**src/rtl/regfile_wb_scheduler.sv**
```systemverilog
// Register-file writeback scheduler.
// Two writeback sources (ALU and load unit) share one register-file write
// port. Ties between them are broken round-robin. A busy scoreboard tracks
// registers with a pending writeback and gates instruction issue.
module regfile_wb_scheduler #(
  parameter int index_width = 3,
  parameter int reg_width   = 32
) (
  input  logic                         clk,
  input  logic                         rstn,
  // ALU writeback requester
  input  logic                         a_valid,
  output logic                         a_ready,
  input  logic [index_width-1:0]       a_idx,
  input  logic [reg_width-1:0]         a_data,
  // load-unit writeback requester
  input  logic                         m_valid,
  output logic                         m_ready,
  input  logic [index_width-1:0]       m_idx,
  input  logic [reg_width-1:0]         m_data,
  // issue check
  input  logic                         iss_valid,
  input  logic [index_width-1:0]       iss_rd,
  input  logic [index_width-1:0]       iss_rs1,
  input  logic [index_width-1:0]       iss_rs2,
  output logic                         iss_ready,
  // register-file write port
  output logic                         rf_we,
  output logic [index_width-1:0]       rf_op0,
  output logic [reg_width-1:0]         rf_D,
  // scoreboard and error
  output logic [(1<<index_width)-1:0]  busy,
  output logic                         err
);

  localparam int nreg = 1 << index_width;

  // 1 when the load unit received the most recent grant; reset points at
  // the ALU so the load unit wins the first tie.
  logic                   last_m;
  logic                   a_take;
  logic                   m_take;
  logic                   wb_take;
  logic                   iss_take;
  logic [index_width-1:0] wb_idx;
  logic [reg_width-1:0]   wb_data;
  logic [nreg-1:0]        set_mask;
  logic [nreg-1:0]        clr_mask;

  // Grant one requester per cycle; on a tie, grant the one not granted last.
  always_comb begin
    a_ready = 1'b0;
    m_ready = 1'b0;
    if (rstn) begin
      if (a_valid && m_valid) begin
        a_ready = last_m;
        m_ready = !last_m;
      end else begin
        a_ready = a_valid;
        m_ready = m_valid;
      end
    end
  end

  assign a_take  = a_valid & a_ready;
  assign m_take  = m_valid & m_ready;
  assign wb_take = a_take | m_take;
  assign wb_idx  = m_take ? m_idx  : a_idx;
  assign wb_data = m_take ? m_data : a_data;

  // Issue is allowed only when no operand or destination has a pending
  // writeback; registered busy only, so a clear is visible a cycle later.
  always_comb begin
    iss_ready = 1'b0;
    if (rstn) begin
      iss_ready = !(busy[iss_rs1] | busy[iss_rs2] | busy[iss_rd]);
    end
  end

  assign iss_take = iss_valid & iss_ready;

  // One-hot set/clear masks for the scoreboard update.
  always_comb begin
    set_mask = '0;
    clr_mask = '0;
    if (iss_take) begin
      set_mask[iss_rd] = 1'b1;
    end
    if (wb_take) begin
      clr_mask[wb_idx] = 1'b1;
    end
  end

  // Scoreboard: clear applied first so a same-index set wins.
  always_ff @(posedge clk or negedge rstn) begin
    if (!rstn) begin
      busy <= '0;
    end else begin
      busy <= (busy & ~clr_mask) | set_mask;
    end
  end

  // Round-robin pointer moves only when a writeback is accepted.
  always_ff @(posedge clk or negedge rstn) begin
    if (!rstn) begin
      last_m <= 1'b0;
    end else if (wb_take) begin
      last_m <= m_take;
    end
  end

  // Sticky error: writeback to a register with no pending writeback.
  always_ff @(posedge clk or negedge rstn) begin
    if (!rstn) begin
      err <= 1'b0;
    end else if (wb_take && !busy[wb_idx]) begin
      err <= 1'b1;
    end
  end

  // Register-file write port, one cycle after acceptance; address and data
  // hold their last values when idle.
  always_ff @(posedge clk or negedge rstn) begin
    if (!rstn) begin
      rf_we  <= 1'b0;
      rf_op0 <= '0;
      rf_D   <= '0;
    end else begin
      rf_we <= wb_take;
      if (wb_take) begin
        rf_op0 <= wb_idx;
        rf_D   <= wb_data;
      end
    end
  end

endmodule

```
**config.mk**
```make
export PLATFORM = sky130hd
export DESIGN_NAME = regfile_wb_scheduler
export DESIGN_NICKNAME = d
export VERILOG_FILES = /design/src/rtl/regfile_wb_scheduler.sv
export SDC_FILE = /design/constraint.sdc
export NUM_CORES = 1
export LEC_CHECK = 0
export BUFFER_PORTS_ARGS = -buffer_cell sky130_fd_sc_hd__buf_2
export CORE_MARGIN = 5
export CORE_UTILIZATION = 47
export CTS_BUF_LIST = sky130_fd_sc_hd__clkbuf_8
export DETAILED_ROUTE_END_ITERATION = 6
export HOLD_SLACK_MARGIN = 0.06
export PLACE_DENSITY = 0.83
export SLEW_MARGIN = 20
export SYNTH_ARGS = -nofsm -noshare
export SYNTH_HDL_FRONTEND = slang
export SYNTH_SLANG_ARGS = --single-unit
```
**constraint.sdc**
```tcl
create_clock -name clk -period 2.4 [get_ports clk]
set_input_delay 0.24 -clock clk [delete_from_list [all_inputs] [get_ports clk]]
set_output_delay 0.24 -clock clk [all_outputs]
set_load 0.02 [all_outputs]
```
==> results.py, run 1 <==
metrics = {
    "die": {
        "core.rowCount": 26,
        "die_x_um": 83.13,
        "die_y_um": 83.13,
        "fp.coreArea_um2": 5140,
        "dieArea_um2": 6911,
        "io_pins": 132,
        "start_util_pct": 48.90,
    },
    "run": {
        "drv_cap": 0,
    },
    "placed_design": {
        "port_buffers": 131,
        "placed_cell_area_um2": 3232,
        "dp_hpwl_um": 5557,
        "gp_congestion": 0.9195,
    },
    "finish": {
        "final_cell_area_um2": 3347,
        "layout-drive-gt1-share_pct": 38.76,
        "final_cell_mix": "131 x buf_2, 79 x nand2_1, 46 x dfrtp_1",
        "areaGrowthSynthToFinish_pct": 33.15,
        "antenna_cells": 0,
        "fin_nets": 501,
        "final_common_cell": "buf_2",
    },
    "synth": {
        "avgSynthCellArea_um2": 8.728,
        "netlist_instances": 288,
        "synth_area_leaders": "dfrtp_1 46%, nand2_1 12%, a31oi_1 9.0%, nor2_1 5.4%, mux4_2 3.6%",
        "yosysWarnings": 0,
        "synth_top_area_share_pct": 45.79,
        "yosys.area.top_type": "dfrtp_1",
        "synth_cell_types": 36,
        "ys_seq_area_share_pct": 45.79,
        "synth-seq-cells": 46,
        "synth_fp_nets": 372,
        "synth_area_um2": 2514,
    },
    "timing": {
        "slew_headroom_pct": 59.06,
        "setup_viol": 0,
        "finalMaxSlewViolations": 0,
        "finalHoldViolations": 0,
        "tightest_slew_ns": 0.6077,
        "holdWs_ns": 0.1785,
        "tns_ns": 0,
        "finalCritPeriodShare_pct": 96.16,
        "min_period_ns": 2.308,
        "fmax_mhz": 433.3,
        "rsz0062_at_grt": "no",
        "skew_ns": 0.004497,
    },
    "worst_setup_path": {
        "crit_arrival_ns": 2.07,
        "cp-start-kind": "flop",
        "timing.rr.end": "busy[0]$_DFF_PN0_",
        "r2r_slack_ns": 0.45,
        "worstPathRequired_ns": 2.16,
        "cp-end-kind": "output pin",
        "rr_worst_depth": 5,
        "r2r_start": "busy[5]$_DFF_PN0_",
        "crit_type": "flop to output pin",
        "path_max_fanout": 8,
    },
    "drt": {
        "vias_per_cell": 5.283,
        "drt-initial-drc-count": 170,
        "ant_nets": 0,
        "dr.pass1.iters": 6,
        "num_vias": 2578,
        "wirelength_um": 7238,
        "drc_errors": 0,
        "wire_per_inst_um": 14.83,
    },
    "global_route": {
        "grt_antenna_before_repair": 0,
        "grt_remaining_overflow": 0,
        "grt_pass1_vias": 2642,
        "grt_pass1_wl_um": 12210,
        "grt_max_degree": 38,
        "track_usage_pct": 21.17,
    },
    "clock_tree": {
        "numCtsBuffers": 5,
        "cts_post_setup_buffers_inserted": 0,
        "ctsResizeCount": 0,
        "clkTransAtPathRegs_ns": 0.09,
        "cts.sinks": 46,
        "cts_buffer_depth": 2,
        "clk-insertion-delay-late_ns": 0.30,
        "cts_tree": "done",
        "h-tree-depth": 2,
        "cts_root_buf": "clkbuf_8",
    },
    "status": {
        "outcome": "finished clean",
    },
    "worst_hold_path": {
        "worstHoldStart": "m_data[14]",
        "min_path_cells": 3,
        "hold_end": "rf_D[14]$_DFFE_PN0P_",
        "min_path_type": "primary input to flop",
    },
    "power_and_ir_drop": {
        "leakage_nw": 1.662,
        "finalPower_w": 0.002617,
        "p_per_area_nw_per_um2": 782.0,
        "ir_worst_vdd_mv": 0.3778,
    },
}
==> kinds of logic after synthesis <==
group	synth area share, %
DFF	45.79
buffers and inverters	4.579
and+or+nand+nor	21.55
AOI/OAI and AO/OA	20.81
muxes	7.267
==> cells in the mapped netlist, drive strengths merged <==
library cell,count
o31ai,3
inv,8
o21bai,1
a32oi,1
o41ai,2
a21oi,8
a32o,2
a221o,1
a221oi,1
mux2i,4
nor2,36
mux4,6
nand4b,1
a211oi,1
nand3b,1
and3,3
and2,1
a31o,1
dfrtp,46
nand2b,3
o21ai,16
a22oi,2
a21boi,1
o21a,1
nand3,2
nor2b,3
a31oi,36
clkbuf,10
buf,8
nand2,79
==> layer usage <==
| layer | track usage, % | share of wire [%] | vias up |
|---|---|---|---|
| met1 | 26.71 | 41 | 1170 |
| met2 | 35.06 | 47 | 134 |
| met4 | 5.349 | 1.2 | 0 |
| li1 | - | - | 1267 |
| met5 | 0 | 0 | - |
| met3 | 6.931 | 9.9 | 7 |
==> layout make-up <==
type	count	area, um^2
well taps	70	87.58
clock buffers	7	96.34
clock inverters	1	8.758
fillers	459	1793
repair buffers	140	725.7
inverters	8	30.03
flip-flops and latches	46	1151
multi-input cells	216	1247
==> repair_timing <==
action	in CTS	in global routing
endpoints found under the setup margin	0	0
endpoints found under the hold margin	5	0
hold buffers	1	0
==> sequential cells by signal (all words and copies together), names as in the netlist <==
| name | flops |
|---|---|
| last_m | 1 |
| rf_op0 | 3 |
| busy | 8 |
| rf_we | 1 |
| rf_D | 32 |
| err | 1 |
==> worst max-delay path: stages, from the launching register on <==
cell     delay (ns)
dfrtp_1        0.50
mux4_1         0.54
mux2i_1        0.17
and3_2         0.24
and3_2         0.18
buf_2          0.15
==> metrics by stage <==
stage          utilization [%]  setup slack (ns)  cells
2_1_floorplan                -            0.5618    288
3_3_place_gp             62.88            0.5224    479
3_5_place_dp             62.88            0.4339    479
4_1_cts                  65.12            0.1018    488
5_1_grt                  65.12          0.001717    488
6_report                 65.12           0.09220    488
==> worst max path at each step <==
stage	from	end	slack, ns	depth (start not counted)
2_1_floorplan	busy[6]$_DFF_PN0_	iss_ready	0.56	4
3_3_place_gp	busy[5]$_DFF_PN0_	iss_ready	0.52	5
3_5_place_dp	busy[5]$_DFF_PN0_	iss_ready	0.43	5
4_1_cts	busy[5]$_DFF_PN0_	iss_ready	0.10	5
5_1_grt	busy[5]$_DFF_PN0_	iss_ready	0.002	5
6_report	busy[5]$_DFF_PN0_	iss_ready	0.09	5
==> power breakdown <==
group	total, W	leakage [nW]	switching [W]	internal (W)
combinational	0.000987	1.08	0.000563	0.000424
clock	0.000528	0.0544	0.000264	0.000264
sequential	0.00110	0.530	0.000178	0.000924
(Power assumes the default switching activity.)
==> run 2, diff against run 1 <==
Settings changed: BUFFER_PORTS_ARGS -buffer_cell sky130_fd_sc_hd__buf_2 to -buffer_cell sky130_fd_sc_hd__buf_4.
==> run 2 against run 1 <==
Against the previous run: via count stayed put; clock power is 7.2% higher; combinational power is 12% higher; first-iteration DRC count is 32% lower; worst hold slack better by 0.013 ns; critical path depth stayed put; cell count is 0.82% lower; count of clock-buffer cells in the layout is 2 lower; setup slack better by 0.051 ns; sequential share of layout area is 2.9 points lower.
==> results.py, run 2 (synthesized netlist as in run 1, its figures left out) <==
metrics = {
    "clock_tree": {
        "clkTransAtPathRegs_ns": 0.09,
        "cts_root_buf": "clkbuf_8",
        "clk-insertion-delay-late_ns": 0.30,
        "h-tree-depth": 2,
        "cts_post_setup_buffers_inserted": 0,
        "cts.sinks": 46,
        "cts_buffer_depth": 2,
        "cts_tree": "done",
        "numCtsBuffers": 5,
        "ctsResizeCount": 0,
        "holdBufCountCts": 1,
    },
    "power_and_ir_drop": {
        "leakage_nw": 1.767,
        "ir_worst_vdd_mv": 0.4239,
        "swShare_pct": 36.25,
        "p_clk_share_pct": 20.3,
        "seqPwrFrac_pct": 39.9,
        "p_per_area_nw_per_um2": 760.7,
        "p_int_w": 0.001774,
        "switchingPower_w": 0.001009,
        "finalPower_w": 0.002783,
        "comb_power_share_pct": 39.8,
    },
    "timing": {
        "skew_ns": 0.002289,
        "finalCritPeriodShare_pct": 94.01,
        "fmax_mhz": 443.2,
        "rsz0062_at_grt": "no",
        "min_period_ns": 2.256,
        "tns_ns": 0,
        "finalHoldViolations": 0,
        "holdWs_ns": 0.1911,
        "setup_viol": 0,
        "finalMaxSlewViolations": 0,
        "slew_headroom_pct": 56.04,
        "tightest_slew_ns": 0.6526,
    },
    "die": {
        "start_util_pct": 48.90,
        "dieArea_um2": 6911,
        "io_pins": 132,
        "die_y_um": 83.13,
        "die_x_um": 83.13,
        "core.rowCount": 26,
        "fp.coreArea_um2": 5140,
    },
    "finish": {
        "fin_cells": 484,
        "antenna_cells": 0,
        "areaGrowthSynthToFinish_pct": 45.55,
        "final_common_cell": "buf_4",
        "top_register": "rf_D",
        "utilization_pct": 71.18,
        "layout-drive-gt1-share_pct": 37.68,
        "largest_reg_flops": 32,
        "final_cell_mix": "134 x buf_4, 79 x nand2_1, 46 x dfrtp_1",
        "fillCellCount": 441,
        "reg.largest.list": "rf_D x32, busy x8, rf_op0 x3",
        "fin_nets": 497,
    },
    "worst_setup_path": {
        "worstPathRequired_ns": 2.16,
        "cp-end-kind": "output pin",
        "crit_type": "flop to output pin",
        "crit_arrival_ns": 2.02,
        "cp-start-kind": "flop",
        "path_max_fanout": 7,
    },
    "placed_design": {
        "dp_hpwl_um": 5760,
        "port_buffers": 131,
        "gp_congestion": 0.8723,
        "place_inst": 475,
    },
    "drt": {
        "wire_per_inst_um": 15.61,
        "drt-initial-drc-count": 116,
        "num_vias": 2578,
        "wirelength_um": 7556,
        "dr.pass1.iters": 4,
        "vias_per_cell": 5.326,
        "drc_errors": 0,
        "ant_nets": 0,
    },
    "worst_hold_path": {
        "min_path_type": "primary input to flop",
    },
    "global_route": {
        "grt_antenna_before_repair": 0,
        "track_usage_pct": 21.78,
        "grt_remaining_overflow": 0,
        "grt_pass1_vias": 2589,
        "grt_max_degree": 67,
        "grt_pass1_wl_um": 12450,
    },
    "status": {
        "outcome": "finished clean",
    },
    "run": {
        "drv_cap": 0,
    },
}
-- run 2: changes by cell type in the layout (fill, tap and decap cells not counted), sizes merged --
cell / delta
buf: -4
clkinv: -1
inv: +2
bufinv: +1
clkbuf: -2
-- run 2: per-layer routing --
metal / vias up / global-route usage (%) / share of wire, %
met3: 10 / 9.307 / 11
li1: 1259 / - / -
met1: 1180 / 26.83 / 40
met2: 129 / 35.06 / 48
met5: - / 0 / 0
met4: 0 / 5.795 / 1.3
-- run 2: area by class of cell --
cell class / instances / area (um^2) / share of cell area [%]
Clock buffer: 5 / 68.82 / 1.881
Clock inverter: 3 / 37.54 / 1.026
Inverter: 8 / 30.03 / 0.8208
Multi-Input combinational cell: 216 / 1247 / 34.10
Sequential cell: 46 / 1151 / 31.46
Tap cell: 70 / 87.58 / 2.394
Timing Repair Buffer: 136 / 1036 / 28.32
-- run 2: worst paths after layout --
check | cells after the start | start | slack, ns | to
min in group asynchronous | 2 | rstn | 0.31 | busy[4]$_DFF_PN0_
setup / recovery | 5 | busy[6]$_DFF_PN0_ | 0.14 | iss_ready
max in group asynchronous | 3 | rstn | 1.35 | err$_DFFE_PN0P_
hold / removal | 3 | m_data[17] | 0.19 | rf_D[17]$_DFFE_PN0P_
setup reg to reg | 7 | last_m$_DFFE_PN0P_ | 0.45 | err$_DFFE_PN0P_
hold reg to reg | 1 | err$_DFFE_PN0P_ | 0.51 | err$_DFFE_PN0P_
-- run 2: worst max-delay path, cell delays in order (launching register included) --
cell and delay, ns:
dfrtp_1 0.47, mux4_2 0.50, nor2b_4 0.14, a221oi_4 0.23, and3_2 0.24, buf_4 0.14
-- run 2: power by group through the flow --
stage,Sequential [W],Clock (W),Combinational (W)
finish,0.00111,0.000566,0.00111
global route,0.00113,0.000613,0.00120
CTS,0.00111,0.000580,0.00112
detailed placement,0.00112,0,0.00112
global placement,0.00109,0,0.00110
floorplan,0.00126,0,0.000456
-- run 2: through the flow --
stage / worst slack, ns / area, um^2
after floorplan: 0.5618 / 2514
after global placement: 0.5478 / 3542
after detailed placement: 0.4739 / 3542
after CTS: 0.1347 / 3659
after global routing: 0.06112 / 3659
final: 0.1436 / 3659
